File: config.mk
export PLATFORM = sky130hd
export DESIGN_NAME = pb_debounce_pulse
export DESIGN_NICKNAME = d
export VERILOG_FILES = /design/src/rtl/pb_debounce_pulse.sv
export SDC_FILE = /design/constraint.sdc
export NUM_CORES = 1
export LEC_CHECK = 0
export ABC_CLOCK_PERIOD_IN_PS = 2060
export CAP_MARGIN = 40
export CORE_MARGIN = 5
export CORE_UTILIZATION = 40
export CTS_CLUSTER_DIAMETER = 200
export DETAILED_ROUTE_END_ITERATION = 8
export GPL_TIMING_DRIVEN = 1
export PLACE_DENSITY = 0.56
export SYNTH_ARGS = -nofsm -noshare
export SYNTH_HDL_FRONTEND = slang
export SYNTH_SLANG_ARGS = --single-unit
File: constraint.sdc
create_clock -name clk -period 2.06 [get_ports clk]
set_clock_uncertainty 0.2 [all_clocks]
set_input_delay 0.412 -clock clk [delete_from_list [all_inputs] [get_ports clk]]
set_output_delay 0.412 -clock clk [all_outputs]
set_load 0.01 [all_outputs]
File: src/rtl/pb_debounce_pulse.sv
// Push-button conditioner: 2-flop synchroniser, debounce FSM, one-cycle press pulse (BC) and debounced level.
// Optional AUTO_REPEAT_EN macro adds hold-to-repeat pulses on BC.
module pb_debounce_pulse #(
    parameter int unsigned DEBOUNCE_CYCLES = 250000,
    parameter int unsigned CNT_W           = 18,
    parameter int unsigned REPEAT_DELAY    = 12500000,
    parameter int unsigned REPEAT_PERIOD   = 2500000
) (
    input  logic clk,
    input  logic rst,
    input  logic B,
    output logic BC,
    output logic level
);

    typedef enum logic [1:0] {
        IDLE,
        PRESS_WAIT,
        PRESSED,
        RELEASE_WAIT
    } state_t;

    localparam logic [CNT_W-1:0] CNT_LAST = CNT_W'(DEBOUNCE_CYCLES - 1);

    state_t           state, state_n;
    logic             s1, s2;
    logic [CNT_W-1:0] cnt, cnt_n;
    logic             bc_n, level_n;

`ifdef AUTO_REPEAT_EN
    localparam logic [CNT_W-1:0] DELAY_LAST  = CNT_W'(REPEAT_DELAY - 1);
    localparam logic [CNT_W-1:0] PERIOD_LAST = CNT_W'(REPEAT_PERIOD - 1);

    // rep marks that the first (delayed) repeat has fired; later ones use the period.
    logic [CNT_W-1:0] rcnt, rcnt_n;
    logic             rep, rep_n;
`else
    // Repeat timing parameters are inert when repeats are compiled out.
    if (REPEAT_DELAY == 0 || REPEAT_PERIOD == 0) begin : g_repeat_inert
    end
`endif

    always_comb begin
        state_n = state;
        cnt_n   = cnt;
        bc_n    = 1'b0;
        level_n = level;
`ifdef AUTO_REPEAT_EN
        rcnt_n  = rcnt;
        rep_n   = rep;
`endif
        case (state)
            IDLE: begin
                if (s2) begin
                    state_n = PRESS_WAIT;
                    cnt_n   = '0;
                end
            end
            PRESS_WAIT: begin
                if (!s2) begin
                    state_n = IDLE;
                end else if (cnt == CNT_LAST) begin
                    state_n = PRESSED;
                    bc_n    = 1'b1;
                    level_n = 1'b1;
`ifdef AUTO_REPEAT_EN
                    rcnt_n  = '0;
                    rep_n   = 1'b0;
`endif
                end else begin
                    cnt_n = cnt + 1'b1;
                end
            end
            PRESSED: begin
                if (!s2) begin
                    state_n = RELEASE_WAIT;
                    cnt_n   = '0;
                end
`ifdef AUTO_REPEAT_EN
                else if (!rep && rcnt == DELAY_LAST) begin
                    bc_n   = 1'b1;
                    rep_n  = 1'b1;
                    rcnt_n = '0;
                end else if (rep && rcnt == PERIOD_LAST) begin
                    bc_n   = 1'b1;
                    rcnt_n = '0;
                end else begin
                    rcnt_n = rcnt + 1'b1;
                end
`endif
            end
            RELEASE_WAIT: begin
                if (s2) begin
                    state_n = PRESSED;
`ifdef AUTO_REPEAT_EN
                    rcnt_n  = '0;
                    rep_n   = 1'b0;
`endif
                end else if (cnt == CNT_LAST) begin
                    state_n = IDLE;
                    level_n = 1'b0;
                end else begin
                    cnt_n = cnt + 1'b1;
                end
            end
            default: state_n = IDLE;
        endcase
    end

    always_ff @(posedge clk) begin
        if (rst) begin
            s1    <= 1'b0;
            s2    <= 1'b0;
            state <= IDLE;
            cnt   <= '0;
            BC    <= 1'b0;
            level <= 1'b0;
`ifdef AUTO_REPEAT_EN
            rcnt  <= '0;
            rep   <= 1'b0;
`endif
        end else begin
            s1    <= B;
            s2    <= s1;
            state <= state_n;
            cnt   <= cnt_n;
            BC    <= bc_n;
            level <= level_n;
`ifdef AUTO_REPEAT_EN
            rcnt  <= rcnt_n;
            rep   <= rep_n;
`endif
        end
    end

endmodule

==> results.json <==
{
  "status": "finished, final reports clean",
  "drive_gt1_share_pct": 19.7,
  "rows": 20,
  "tightest_slew_ns": 0.364,
  "die_h_um": 65.6,
  "antenna_found_initial": 0,
  "worstSkewPairLatency_ns": 0.32,
  "h-tree-depth": 1,
  "vias": 1237,
  "routedWlPerCell_um": 15.4,
  "first_iter_violations": 83,
  "diodes": 0,
  "nFillCells": 299,
  "cts_sinks": 24,
  "postSynthRegisterBits": 24,
  "dp_cells": 202,
  "core_area_mm2": 0.00300,
  "place_area_mm2": 0.00147,
  "ios": 5,
  "start_kind": "register",
  "synth_cell_types": 42,
  "syn_to_final_growth_pct": 24.4,
  "clockBufferDepth": 2,
  "clockRootBuffer": "clkbuf_4",
  "design_area_mm2": 0.00154,
  "cts_made_buffers": 3,
  "grt_overflow_total": 0,
  "start_util_pct": 41.1,
  "num-nets-final": 178,
  "drc": 0,
  "final_cells": 206,
  "wirelength_um": 3170,
  "rsz0062_at_grt": "false",
  "setup_violations": 0,
  "cp_data_required_time_ns": 2.12,
  "hold_viol": 0,
  "path_class": "reg2reg",
  "die_w_um": 65.6,
  "p_per_area_mw_per_mm2": 578,
  "die-area_mm2": 0.00430,
  "grt_pass1_wl_um": 5520,
  "place_hpwl_um": 2390,
  "place_congestion": 0.892,
  "ant_nets": 0,
  "slew_headroom_pct": 75.5,
  "ys_warn_count": 0,
  "period_share_pct": 95.1,
  "endpoint_kind": "register",
  "path_clk_slew_ns": 0.15,
  "fin_tns_setup_ns": 0,
  "cts_tree": "yes",
  "max_freq_mhz": 510,
  "syn_avg_cell_area_um2": 8.34,
  "synthesis.instances": 148,
  "syn_nets": 152,
  "synth_area_mm2": 0.00123,
  "peakVddDrop_v": 0.000271,
  "power.leakage_nw": 0.535,
  "grt_use_total_pct": 16.3,
  "drv_slew": 0,
  "cp_max_fo": 4,
  "grt_pass1_vias": 1136,
  "post_cts_buffers": 0,
  "vias_per_cell": 6.00,
  "ys_seq_area_share_pct": 38.9,
  "io_buffers": 4,
  "dr.pass1.iters": 4,
  "period_minus_slack_ns": 1.96,
  "worstPathArrival_ns": 2.02,
  "grt_max_degree": 17,
  "maxCapViolations": 0,
  "hold_class": "reg2reg"
}
-- path summary, 6_finish.rpt --
check | start | endpoint | slack, ns | depth (start not counted)
max | cnt[1] | cnt[14] | 0.10 | 5
min | s1 | s2 | 0.26 | 1
max reg2reg | cnt[1] | cnt[14] | 0.10 | 5
min reg2reg | s1 | s2 | 0.26 | 1
-- cell type report --
cell class / instances / area [um^2] / share of cell area (%)
Sequential cell: 24 / 480 / 31.3
Multi-Input combinational cell: 112 / 727 / 47.3
Inverter: 6 / 22.5 / 1.47
Clock buffer: 3 / 22.5 / 1.47
Timing Repair Buffer: 27 / 213 / 13.8
Clock inverter: 1 / 30.0 / 1.95
Tap cell: 33 / 41.3 / 2.69
-- flip-flops by register name (all words and copies together) (netlist names), named ones only --
name,flops
state,1
s1,1
BC,1
level,1
cnt,18
s2,1
-- cell usage after synthesis --
master	number	area share, %
dfxtp_1	24	39
nand2_1	21	6.4
a21oi_1	8	3.2
nand3_1	8	3.2
o21ai_0	8	3.2
nand4_1	6	3.0
clkbuf_1	5	1.5
inv_1	5	1.5
and4_1	4	2.8
nor2b_1	4	2.0
o211ai_1	4	2.4
or3_1	4	2.0
or4_1	4	2.4
and3_1	3	1.5
mux2i_1	3	2.4
nand2b_1	3	1.5
nor2_1	3	0.91
nor3_1	3	1.2
a221oi_1	2	1.4
nor3b_1	2	1.2
nor4_1	2	1.0
o32ai_1	2	1.4
a2111oi_1	1	0.81
a22oi_1	1	0.61
a311o_1	1	0.81
a311oi_1	1	0.71
a31oi_1	1	0.51
and4b_1	1	0.81
buf_2	1	0.40
clkinv_1	1	0.30
ha_1	1	1.0
nor4b_1	1	0.71
nor4bb_1	1	0.81
o211a_1	1	0.81
o22ai_1	1	0.51
o2bb2ai_1	1	0.71
o311ai_0	1	0.71
o41ai_1	1	0.71
or4b_2	1	0.81
xnor2_1	1	0.71
xor2_1	1	0.71
xor2_2	1	1.3
-- report_power, final --
group	total, mW	internal, mW	switching, mW	leakage [nW]
Combinational	0.0665	0.0336	0.0329	0.313
Sequential	0.477	0.472	0.00595	0.194
Clock	0.345	0.197	0.148	0.0279
-- timing repair --
action                                 in CTS  in global routing
setup endpoints to repair                   0                  7
endpoints found under the hold margin       0                  0
gates resized for setup                     0                  5
hold buffers                                0                  0
-- cells in the final DEF, fill, tap and decap left out, drive strengths merged, types with 2 or more instances in the layout --
master	n
dfxtp	24
buf	23
nand2	21
a21oi	8
nand3	8
o21ai	8
nand4	6
inv	5
nor2b	4
or3	4
o211ai	4
clkdlybuf4s50	4
and4	4
or4	4
and3	3
nor3	3
nor2	3
mux2i	3
nand2b	3
clkbuf	3
nor3b	2
o32ai	2
nor4	2
a221oi	2
xor2	2
-- per-layer routing --
layer  part of all wire, %  GRT usage [%]  vias to the layer above
met2                    47           25.7                       26
li1                      -              -                      609
met3                   3.3           2.74                        6
met4                   1.6           4.15                        0
met5                     0              0                        -
met1                    48           23.0                      596
-- stage by stage --
stage	total power, mW	hold slack [ns]	worst slack [ns]	util (%)
2_1_floorplan	0.518	0.214	0.0896	-
3_3_place_gp	0.553	0.219	0.0997	48.8
3_5_place_dp	0.554	0.231	0.0817	48.8
4_1_cts	0.905	0.261	0.0599	50.5
5_1_grt	0.934	0.290	0.00420	51.2
6_report	0.889	0.256	0.101	51.2
-- critical path, stage by stage, from the launching register on --
cell and delay [ns]:
dfxtp_1 0.36, ha_2 0.19, nand3_1 0.10, or4_4 0.54, or4_1 0.41, o211ai_1 0.09
-- logic make-up (layout without fill, tap and decap cells) --
family / after synthesis / count (layout) / synth area share [%]
AND/OR/NAND/NOR: 71 / 71 / 32.5
AO/OA/AOI/OAI: 34 / 34 / 18.6
flip-flops: 24 / 24 / 38.9
buffers and inverters: 12 / 37 / 3.75
XOR/XNOR: 3 / 3 / 2.74
multiplexers: 3 / 3 / 2.43
adder cells (fa/ha/maj): 1 / 1 / 1.01
Note: power is estimated with default switching activity, not from simulation.
==> variant 1 (same flow settings) <==
The 4 states of `state_t` get a one-hot encoding in 4 bits.
--- a/src/rtl/pb_debounce_pulse.sv
+++ b/src/rtl/pb_debounce_pulse.sv
@@ -13,11 +13,11 @@
     output logic level
 );
 
-    typedef enum logic [1:0] {
-        IDLE,
-        PRESS_WAIT,
-        PRESSED,
-        RELEASE_WAIT
+    typedef enum logic [3:0] {
+        IDLE         = 4'b0001,
+        PRESS_WAIT   = 4'b0010,
+        PRESSED      = 4'b0100,
+        RELEASE_WAIT = 4'b1000
     } state_t;
 
     localparam logic [CNT_W-1:0] CNT_LAST = CNT_W'(DEBOUNCE_CYCLES - 1);
Formal check against the unedited RTL: same outputs for any inputs over 10 cycles, from zero or initial values and one cycle with rst high; not proved beyond that.
==> variant 1 against the unedited design <==
  * The flow now finishes with violations (setup timing)
  * Fmax fell by 7.0%
  * Design area increased by 35%
  * Worst setup slack got worse by 0.15 ns
  * Sequential cell count increased by 2
  * Count of clock-buffer cells in the layout up 1
  * First-iteration DRC count up 93%
  * Die area is 19% higher
  * Synthesized area rose by 22%
  * Wire length grew 38%
  * Power up 1.4%
  * Critical path type unchanged
  * Largest power group unchanged
==> variant 1: results (changes against the unedited design) <==
[critical_path]
crit_arrival_ns=2.11  ; was 2.02 ns
cp_max_fo=3  ; was 4
rr_startpoint=cnt[16]  ; was cnt[1]
slowest_stage=or4b_4  ; was or4_4
critPathMaxStageDelay_ns=0.57  ; was 0.54 ns
worstReg2RegEnd=level  ; was cnt[14]

[global_route]
grt.total_usage_pct=17.6  ; was 16.3%
grt_pass1_wl_mm=7.39  ; was 5.52 mm
first_global_vias=1563  ; was 1136
use_met2_pct=28.3  ; was 25.7%
grtUsageMet1_pct=24.7  ; was 23.0%
use_met3_pct=2.24  ; was 2.74%

[power_and_ir_drop]
pg_seq_mw=0.506  ; was 0.477 mW
swShare_pct=22.6  ; was 21.0%

[layout]
multi_input_gates=153  ; was 112
signal_buffers=50  ; was 27
drive_gt1_share_pct=31.9  ; was 19.7%
layout.nets=243  ; was 178
inv_count=5  ; was 6

[place]
place_inst=279  ; was 202

[routing]
post_drt_wl_per_cell_um=15.3  ; was 15.4 um
wl_met3_um=136  ; was 104 um
drt_iter0_drc=160  ; was 83
met1_length_mm=2.12  ; was 1.52 mm
finalWirelength_mm=4.37  ; was 3.17 mm

[logic_synthesis]
synth_top_cells_by_area=dfxtp_1, nand3_1, or3_1  ; was dfxtp_1, nand2_1, a21oi_1
synthTopCellsByCount=dfxtp_1, nand3_1, nand2_1  ; was dfxtp_1, nand2_1, a21oi_1, nand3_1, o21ai_0
yosysSeqAreaShare_pct=34.5  ; was 38.9%
synth_fa_ha_area_share_pct=0.829  ; was 1.01%
synth_nets=200  ; was 152
synth_compound_area_share_pct=21.9  ; was 18.6%

[sta]
whs_ns=0.251  ; was 0.256 ns
slew_headroom_pct=73.6  ; was 75.5%
setup_violations=2  ; was 0
fin_ws_ns=-0.0475  ; was 0.101 ns

[status]
failed_checks=setup timing
status=finished, violations left  ; was complete, no violations

[clocking]
clock_tree.root_cell=clkbuf_8  ; was clkbuf_4
cts_sinks=26  ; was 24

[variant 1: changes by cell type in the layout (fill, tap and decap cells not counted), sizes merged, moves of 4 or more]
| cell | change |
|---|---|
| buf | +23 |
| nand3 | +17 |
| nand2 | -5 |
| nor2 | +4 |
| o21ai | +4 |
| o211ai | -4 |
| a21oi | +5 |
| a311oi | +4 |
| a31oi | +7 |
| or3 | +7 |
[variant 1: repair_timing]
action	CTS	global route
gates resized for setup	10	16
pin swaps	0	7
endpoints found under the hold margin	0	0
setup endpoints to repair	10	20
setup buffers	0	3
[variant 1: through the flow]
step / setup TNS (ns) / worst slack (ns) / util, %
2_1_floorplan: 0 / 0.0207 / -
3_3_place_gp: -0.0229 / -0.0212 / 52.1
3_5_place_dp: -0.119 / -0.0503 / 52.1
4_1_cts: -0.0635 / -0.0429 / 54.4
5_1_grt: -0.410 / -0.0778 / 56.7
6_report: -0.0569 / -0.0475 / 56.7
==> variant 2 (same flow settings) <==
Without the edit above. `DEBOUNCE_CYCLES`: 250000 -> 131072.
--- a/src/rtl/pb_debounce_pulse.sv
+++ b/src/rtl/pb_debounce_pulse.sv
@@ -1,7 +1,7 @@
 // Push-button conditioner: 2-flop synchroniser, debounce FSM, one-cycle press pulse (BC) and debounced level.
 // Optional AUTO_REPEAT_EN macro adds hold-to-repeat pulses on BC.
 module pb_debounce_pulse #(
-    parameter int unsigned DEBOUNCE_CYCLES = 250000,
+    parameter int unsigned DEBOUNCE_CYCLES = 131072,
     parameter int unsigned CNT_W           = 18,
     parameter int unsigned REPEAT_DELAY    = 12500000,
     parameter int unsigned REPEAT_PERIOD   = 2500000
Behaviour: no difference found for any inputs over 10 cycles, from zero or initial values and one cycle with rst high; that may be too few to reach the edited logic, so the function may still have changed.
==> variant 2 against the unedited design <==
  * Synthesized cell count is 0.68% lower
  * Wire length is 3.6% lower
  * Largest power group unchanged
  * Design area is 1.5% higher
  * Power is 11% lower
  * Worst setup slack worse by 0.018 ns
  * Sequential cell count stayed put
  * Count of clock-buffer cells in the layout is 1 higher
  * Sequential share of layout area is 0.24 points lower
  * Critical endpoint is now cnt[9]
  * Synthesized area is 2.4% higher
==> variant 2: results (changes against the unedited design) <==
[status]
status=complete, no violations  ; unchanged

[place]
place_area_um2=1490  ; was 1470 um^2
place_inst=210  ; was 202
place_hpwl_mm=2.24  ; was 2.39 mm
gp_congestion=0.841  ; was 0.892
pre_cts_ws_ns=0.00153  ; was 0.0817 ns

[layout]
largest_reg_flops=18  ; unchanged
multi_input_gates=114  ; was 112
areaGrowthSynthToFinish_pct=23.3  ; was 24.4%
layout.nonclk_buf_share_pct=12.9  ; was 13.8%
drive_gt1_share_pct=28.8  ; was 19.7%
clock_buffers=4  ; was 3
layout.nets=175  ; was 178
inv_count=3  ; was 6
multi_input_area_share_pct=49.5  ; was 47.3%
nFillCells=304  ; was 299
clk_share_pct=2.33  ; was 3.42%
final_cells=214  ; was 206
signal_buffers=25  ; was 27
seq_area_um2=484  ; was 480 um^2

[global_route]
grtUsageMet1_pct=19.7  ; was 23.0%
grt.total_usage_pct=15.3  ; was 16.3%
grt_max_degree=15  ; was 17
use_met2_pct=23.8  ; was 25.7%
grt_pass1_wl_mm=5.11  ; was 5.52 mm
use_met3_pct=2.89  ; was 2.74%

[power_and_ir_drop]
power.density_nw_per_um2=507  ; was 578 nW/um^2
leakagePower_nw=0.539  ; was 0.535 nW
pg_seq_mw=0.472  ; was 0.477 mW
pwr-share-clk_pct=33.2  ; was 38.8%
peakVddDrop_uv=275  ; was 271 uV

[critical_path]
crit_arrival_ns=2.04  ; was 2.02 ns
rr_worst_depth=6  ; was 5
worstReg2RegEnd=cnt[9]  ; was cnt[14]
critPathMaxStageDelay_ns=0.63  ; was 0.54 ns
cp_max_fo=6  ; was 4
rr_startpoint=cnt[13]  ; was cnt[1]

[clocking]
clk-insertion-delay-late_ns=0.33
cts_setup_buffers=0  ; unchanged

[routing]
drt_iter0_drc=50  ; was 83
wl_met2_mm=1.42  ; was 1.50 mm
post_drt_wl_per_cell_um=14.3  ; was 15.4 um
drc=0  ; unchanged
met1_length_mm=1.50  ; was 1.52 mm
wl_met3_um=84  ; was 104 um

[logic_synthesis]
yosysSeqAreaShare_pct=38.0  ; was 38.9%
synthTopCellsByCount=dfxtp_1, nand2_1, a21oi_1, nor2_1, o21ai_0  ; was dfxtp_1, nand2_1, a21oi_1, nand3_1, o21ai_0
postSynthCellCount=147  ; was 148
synth_nets=151  ; was 152
yosysUniqueCellTypes=47  ; was 42

[sta]
whs_ns=0.260  ; was 0.256 ns
slew_headroom_pct=74.9  ; was 75.5%

==> variant 2: worst max path at each step <==
stage / start / end / slack [ns]
after CTS: cnt[9] / cnt[9] / 0.03
final: cnt[13] / cnt[9] / 0.08
after global routing: cnt[4] / cnt[9] / 0.006
after detailed placement: cnt[9] / cnt[15] / 0.002
after global placement: cnt[9] / cnt[15] / 0.08
after floorplan: cnt[0] / cnt[15] / 0.10
==> variant 2: logic make-up (layout without fill, tap and decap cells) <==
| family | after synthesis | after routing | share of synthesized area (%) |
|---|---|---|---|
| flops | 24 | 24 | 38.0 |
| xor+xnor | 2 | 2 | 1.98 |
| fa+ha+maj | 1 | 1 | 0.989 |
| compound gates | 49 | 49 | 27.3 |
| buf+inv | 9 | 32 | 3.36 |
| simple gates | 60 | 60 | 26.8 |
| mux | 2 | 2 | 1.58 |
==> variant 2: repair_timing <==
action                     4_1_cts  5_1_grt
setup endpoints to repair        2       12
hold endpoints to repair         0        0
cloned                           0        0
resized for setup                1       10
pin swaps                        0        2
